**src/rtl/uart_rx_core_if.sv**
```systemverilog
// Serial receive bus: line input and divider from the system side,
// received byte and status pulses toward the UART register block.
interface uart_rx_core_if #(
    parameter int DATA_BITS = 8,
    parameter int DIV_W     = 16
);
    logic [DIV_W-1:0]     clk_div;
    logic                 rx;
    logic [DATA_BITS-1:0] rx_data;
    logic                 rx_done;
    logic                 frame_err;
    logic                 busy;

    modport master (
        output clk_div, rx,
        input  rx_data, rx_done, frame_err, busy
    );

    modport slave (
        input  clk_div, rx,
        output rx_data, rx_done, frame_err, busy
    );
endinterface

```
**src/rtl/uart_rx_core.sv**
```systemverilog
// UART receiver: synchronises rx, oversamples it with an internal tick and
// deframes 8N1 characters into rx_data with single-cycle rx_done/frame_err.
//
// state | meaning
// IDLE  | line idle, waiting for a falling edge on the synchronised line
// START | timing to the middle of the start bit to reject glitches
// DATA  | sampling data bits at bit centres, LSB first
// STOP  | sampling the stop bit at its centre
// BRK   | stop bit was low; wait for the line to return high
module uart_rx_core #(
    parameter int DATA_BITS   = 8,
    parameter int DIV_W       = 16,
    parameter int OVERSAMPLE  = 16,
    parameter int SYNC_STAGES = 2
) (
    input  logic           clk,
    input  logic           reset_n,
    uart_rx_core_if.slave  bus
);
    localparam int SCNT_W = $clog2(OVERSAMPLE);
    localparam int BCNT_W = $clog2(DATA_BITS + 1);
    localparam logic [SCNT_W-1:0] SCNT_MID  = SCNT_W'(OVERSAMPLE / 2 - 1);
    localparam logic [SCNT_W-1:0] SCNT_LAST = SCNT_W'(OVERSAMPLE - 1);
    localparam logic [BCNT_W-1:0] BCNT_LAST = BCNT_W'(DATA_BITS - 1);

    typedef enum logic [2:0] {IDLE, START, DATA, STOP, BRK} state_t;

    state_t               state_q, state_d;
    logic [SYNC_STAGES-1:0] sync_q;
    logic [DIV_W-1:0]     div_q, div_d;
    logic [DIV_W-1:0]     tcnt_q, tcnt_d;
    logic [SCNT_W-1:0]    scnt_q, scnt_d;
    logic [BCNT_W-1:0]    bcnt_q, bcnt_d;
    logic [DATA_BITS-1:0] shreg_q, shreg_d;
    logic [DATA_BITS-1:0] rx_data_q, rx_data_d;
    logic                 rx_done_q, rx_done_d;
    logic                 frame_err_q, frame_err_d;
    logic                 rx_s;
    logic                 tick;

    assign rx_s = sync_q[SYNC_STAGES-1];
    assign tick = (tcnt_q == div_q);

    // Synchroniser chain; resets to the idle (high) line level
    always_ff @(posedge clk or negedge reset_n) begin
        if (!reset_n) begin
            sync_q <= '1;
        end else begin
            sync_q <= {sync_q[SYNC_STAGES-2:0], bus.rx};
        end
    end

    // State, counters, shift register and registered output pulses
    always_ff @(posedge clk or negedge reset_n) begin
        if (!reset_n) begin
            state_q     <= IDLE;
            div_q       <= '0;
            tcnt_q      <= '0;
            scnt_q      <= '0;
            bcnt_q      <= '0;
            shreg_q     <= '0;
            rx_data_q   <= '0;
            rx_done_q   <= 1'b0;
            frame_err_q <= 1'b0;
        end else begin
            state_q     <= state_d;
            div_q       <= div_d;
            tcnt_q      <= tcnt_d;
            scnt_q      <= scnt_d;
            bcnt_q      <= bcnt_d;
            shreg_q     <= shreg_d;
            rx_data_q   <= rx_data_d;
            rx_done_q   <= rx_done_d;
            frame_err_q <= frame_err_d;
        end
    end

    // Next-state logic: tick generation, sample/bit counting and deframing
    always_comb begin
        state_d     = state_q;
        div_d       = div_q;
        tcnt_d      = tcnt_q;
        scnt_d      = scnt_q;
        bcnt_d      = bcnt_q;
        shreg_d     = shreg_q;
        rx_data_d   = rx_data_q;
        rx_done_d   = 1'b0;
        frame_err_d = 1'b0;

        if (state_q != IDLE) begin
            tcnt_d = tick ? '0 : tcnt_q + 1'b1;
            if (tick) begin
                scnt_d = scnt_q + 1'b1;
            end
        end

        case (state_q)
            IDLE: begin
                if (!rx_s) begin
                    state_d = START;
                    scnt_d  = '0;
                    bcnt_d  = '0;
                    div_d   = bus.clk_div;
                end
            end
            START: begin
                if (tick && scnt_q == SCNT_MID) begin
                    scnt_d = '0;
                    // A line already back high at mid start bit is a glitch
                    state_d = rx_s ? IDLE : DATA;
                end
            end
            DATA: begin
                if (tick && scnt_q == SCNT_LAST) begin
                    shreg_d = {rx_s, shreg_q[DATA_BITS-1:1]};
                    bcnt_d  = bcnt_q + 1'b1;
                    scnt_d  = '0;
                    if (bcnt_q == BCNT_LAST) begin
                        state_d = STOP;
                    end
                end
            end
            STOP: begin
                // Leaving at mid stop bit lets a directly following start bit be caught
                if (tick && scnt_q == SCNT_LAST) begin
                    scnt_d = '0;
                    if (rx_s) begin
                        rx_data_d = shreg_q;
                        rx_done_d = 1'b1;
                        state_d   = IDLE;
                    end else begin
                        frame_err_d = 1'b1;
                        state_d     = BRK;
                    end
                end
            end
            BRK: begin
                if (rx_s) begin
                    state_d = IDLE;
                end
            end
            default: state_d = IDLE;
        endcase

        if (state_d == IDLE) begin
            tcnt_d = '0;
        end
    end

    assign bus.rx_data   = rx_data_q;
    assign bus.rx_done   = rx_done_q;
    assign bus.frame_err = frame_err_q;
    assign bus.busy      = (state_q != IDLE);
endmodule

```
**src/flat_wrapper.sv**
```systemverilog
// flat-port wrapper written by rule: the top's interface ports become plain ports
module uart_rx_core_flat 
#(
    parameter int DATA_BITS   = 8,
    parameter int DIV_W       = 16,
    parameter int OVERSAMPLE  = 16,
    parameter int SYNC_STAGES = 2
)
  (clk, reset_n, bus_clk_div, bus_rx, bus_rx_data, bus_rx_done, bus_frame_err, bus_busy);
  uart_rx_core_if #(.DATA_BITS(DATA_BITS), .DIV_W(DIV_W)) bus_i ();
  input  logic clk;
  input  logic reset_n;
  input wire logic [$bits(bus_i.clk_div)-1:0] bus_clk_div;
  input wire logic [$bits(bus_i.rx)-1:0] bus_rx;
  output wire logic [$bits(bus_i.rx_data)-1:0] bus_rx_data;
  output wire logic [$bits(bus_i.rx_done)-1:0] bus_rx_done;
  output wire logic [$bits(bus_i.frame_err)-1:0] bus_frame_err;
  output wire logic [$bits(bus_i.busy)-1:0] bus_busy;
  assign bus_i.clk_div = bus_clk_div;
  assign bus_i.rx = bus_rx;
  assign bus_rx_data = bus_i.rx_data;
  assign bus_rx_done = bus_i.rx_done;
  assign bus_frame_err = bus_i.frame_err;
  assign bus_busy = bus_i.busy;
  uart_rx_core #(.DATA_BITS(DATA_BITS), .DIV_W(DIV_W), .OVERSAMPLE(OVERSAMPLE), .SYNC_STAGES(SYNC_STAGES)) u_core (.clk(clk), .reset_n(reset_n), .bus(bus_i));
endmodule
```
**config.mk**
```make
export PLATFORM = sky130hd
export DESIGN_NAME = uart_rx_core_flat
export DESIGN_NICKNAME = d
export VERILOG_FILES = /design/src/rtl/uart_rx_core_if.sv /design/src/rtl/uart_rx_core.sv /design/src/flat_wrapper.sv
export SDC_FILE = /design/constraint.sdc
export NUM_CORES = 1
export LEC_CHECK = 0
export BUFFER_PORTS_ARGS = -buffer_cell sky130_fd_sc_hd__buf_2
export CAP_MARGIN = 25
export CORE_AREA = 4 4 107 109
export CTS_BUF_LIST = sky130_fd_sc_hd__clkbuf_4 sky130_fd_sc_hd__clkbuf_8
export DETAILED_ROUTE_END_ITERATION = 6
export DIE_AREA = 0 0 111 113
export PLACE_DENSITY = 0.58
export SLEW_MARGIN = 10
export SYNTH_ARGS = -nofsm -noshare
export SYNTH_HDL_FRONTEND = slang
export SYNTH_SLANG_ARGS = --single-unit
```
**constraint.sdc**
```tcl
create_clock -name clk -period 2.55 [get_ports clk]
set_clock_uncertainty 0.2 [all_clocks]
set_input_delay 0.1275 -clock clk [delete_from_list [all_inputs] [get_ports clk]]
set_output_delay 0.1275 -clock clk [all_outputs]
set_load 0.02 [all_outputs]
```
==> key figures <==
Clock tree
  • Maximum root-to-sink buffer count: 2
  • CTS root buffer: clkbuf_8
  • H-tree Lvls: 3
  • Total CTS buffers: 9
  • Clk sinks: 63
  • Clk pin slew, worst setup/hold paths: 0.07 ns
  • Later-pin clock latency in the skew report: 0.35 ns
  • CTS tree: done

Synthesis
  • Seq cells post-synth: 63
  • Top FF cell, synth: dfrtp_1
  • Synth unique cells: 43
  • Yosys top cell by area: dfrtp_1
  • Area contributors post-synth: dfrtp_1, mux2_2, xnor2_1
  • Synthesis Warnings: 0
  • EDFF count, synth: 0
  • Top post-synthesis cells by count: dfrtp_1, xnor2_1, mux2_2
  • Mapped Cells: 271
  • Most common cell in the synthesized netlist: dfrtp_1
  • Synth Net Count: 293
  • FFs w/ async S/R, synth: 100%
  • Mapped cell area: 3090 µm²
  • Sequential share of the synthesized area: 51.1%
  • Synth top area share: 49.4%
  • Syn avg cell area: 11.4 µm²

Die
  • Io pins: 30
  • Die height: 113 µm
  • Die area: 12500 µm²
  • Rows: 38
  • DIE WIDTH: 111 µm
  • Core box area: 10600 µm²
  • Effective utilization at floorplan: 29.1%

Timing
  • Setup TNS: 0 ns
  • Crit share post-route: 97.2%
  • Final Hold Vio Count: 0
  • Peak Freq: 404 MHz
  • RSZ-0062 raised after global routing: yes
  • Slew @ Worst Pin: 0.667 ns
  • Worst rel slew slack: 55.6%
  • Finish-stage setup viols: 0
  • Max Slew Vio Count: 0
  • Min Tclk post-route: 2.48 ns

Routing
  • DR iter-0 viols: 70
  • Via count: 2255
  • Drt wl/cell: 13.1 µm
  • Vias per inst: 4.66
  • Total iterations of the first detailed-routing run: 4
  • DRC viols: 0
  • Post-DRT Antenna Nets: 0
  • Final WL: 6350 µm

Global route
  • Total GRT Usage: 11.0%
  • Largest net degree at the start of global routing: 36
  • Vias in the first global route: 2345
  • Global-route wire length before repair: 11200 µm
  • Global route overflow: 0
  • Initial antenna violation count: 0

Worst setup path
  • R2r endpoint: u_core.bus.rx_data[1]
  • CP Launch Type: flip-flop
  • Worst Path Buf+Inv: 2
  • Critical Path End Type: flip-flop
  • Worst-path fanout max: 9
  • Critical path's slowest cell: dfrtp_1
  • RR Startpoint: u_core.tcnt_q[9]
  • Reg2reg path depth: 8
  • Max incr delay on CP: 0.40 ns
  • Worst path required time: 2.58 ns
  • Reg2Reg Setup Slack: 0.07 ns
  • Critical path data arrival time: 2.51 ns
  • Crit Path Category: flip-flop to flip-flop
  • Largest delay share family, worst path: simple AND/OR/NAND/NOR gates
  • CP cell instances: xnor2_1 -> nand4_1 -> nor4_4 -> buf_4 -> nand2_2 -> or3_1 -> buf_6 -> mux2_4

Run status
  • Run status: completed

Run
  • Max-Cap Viols: 0

Layout
  • Area grow syn2layout: 27.9%
  • Final antenna diode count: 0
  • Fraction of layout cells with a size suffix above 1: 32.6%
  • Layout Nets: 361

Place
  • Dpl hpwl: 4460 µm
  • Routability congestion estimate: 0.739
  • Port bufs: 29

Power and ir drop
  • Maximum vdd ir drop: 0.522 mV
  • Pwr per Cell Area: 568 nW/µm²
  • Pleak: 1.80 nW
  • PnR Total Power: 2.24 mW

Hold path
  • Min-delay worst type: input port to asynchronous set/reset pin
-- registers in the layout, summed over array words and instances, names as in the netlist --
signal and flops:
u_core.div_q 16, u_core.scnt_q 4, u_core.sync_q 2, u_core.bus.rx_data 8, u_core.bus.rx_done 1, u_core.bcnt_q 4
u_core.state_q 3, u_core.bus.frame_err 1, u_core.shreg_q 8, u_core.tcnt_q 16
-- cell usage in the layout (no fill, tap or decap), types with 3 or more instances in the layout --
master and n:
buf_4 17, o31ai_1 3, inv_1 7, nand2_1 19, dfrtp_1 58, nor2_1 13, nor3_1 3, inv_2 3
dlygate4sd3_1 18, dfrtp_2 3, mux2_2 24, buf_2 29, nand4_1 11, mux2_4 8, a21oi_1 19, ha_1 3
clkbuf_8 9, a22oi_1 4, xnor2_1 24, nand3_1 7, and4_1 6, o21ai_0 11, xor2_1 5, and3_1 4
-- metrics by stage --
stage	cells	instance area, µm²	setup WS, ns	hold WS [ns]	util [%]
finish	484	3950	0.0722	0.144	37.3
global route	484	3950	-0.0362	0.166	37.3
CTS	481	3910	0.0285	0.154	36.9
detailed placement	447	3510	0.0339	0.00712	33.1
global placement	447	3510	0.0784	-0.00564	33.1
floorplan	271	3090	0.146	-0.368	-
-- repair_timing --
item,in CTS,in global routing
endpoints found under the hold margin,43,0
setup buffers,0,3
hold buffers,18,0
resized for setup,0,6
setup endpoints to repair,0,26
-- kinds of logic (layout without fill, tap and decap cells) --
kind of cell    Yosys count  count (layout)  synth area share, %
fa+ha+maj                 3               3                 1.21
simple gates             75              75                 13.6
compound gates           46              46                 9.43
mux                      33              33                 13.0
buf+inv                  21              94                 3.24
flops                    63              63                 51.1
xor+xnor                 30              30                 8.50
-- worst max-delay path by stage --
stage                           from                    end  slack (ns)  cells past startpoint
global route        u_core.tcnt_q[9]  u_core.bus.rx_data[1]       -0.04                      8
floorplan           u_core.tcnt_q[0]  u_core.bus.rx_data[0]        0.15                      8
detailed placement  u_core.tcnt_q[3]  u_core.bus.rx_data[5]        0.03                      8
global placement     u_core.div_q[4]  u_core.bus.rx_data[7]        0.08                      8
finish              u_core.tcnt_q[9]  u_core.bus.rx_data[1]        0.07                      8
CTS                 u_core.tcnt_q[3]  u_core.bus.rx_data[1]        0.03                      8
-- layout make-up --
type / instances / area (µm²)
multi-input combinational: 187 / 1420
inverter: 10 / 37.5
fill: 1048 / 6650
clock inverter: 7 / 97.6
sequential: 63 / 1580
tap: 140 / 175
timing repair buffer: 68 / 515
clock buffer: 9 / 124
-- routing by layer --
metal,global-route usage [%],share of wire (%)
met1,14.4,47
met2,17.3,47
met3,3.42,4.3
met4,4.19,1.7
met5,0,0
-- where the power goes --
group	total (mW)	switching (mW)	internal, mW	leakage [nW]
logic	0.205	0.0860	0.119	0.880
clock network	0.953	0.403	0.551	0.105
registers	1.08	0.0394	1.05	0.818
Note: power is estimated with default switching activity, not from simulation.
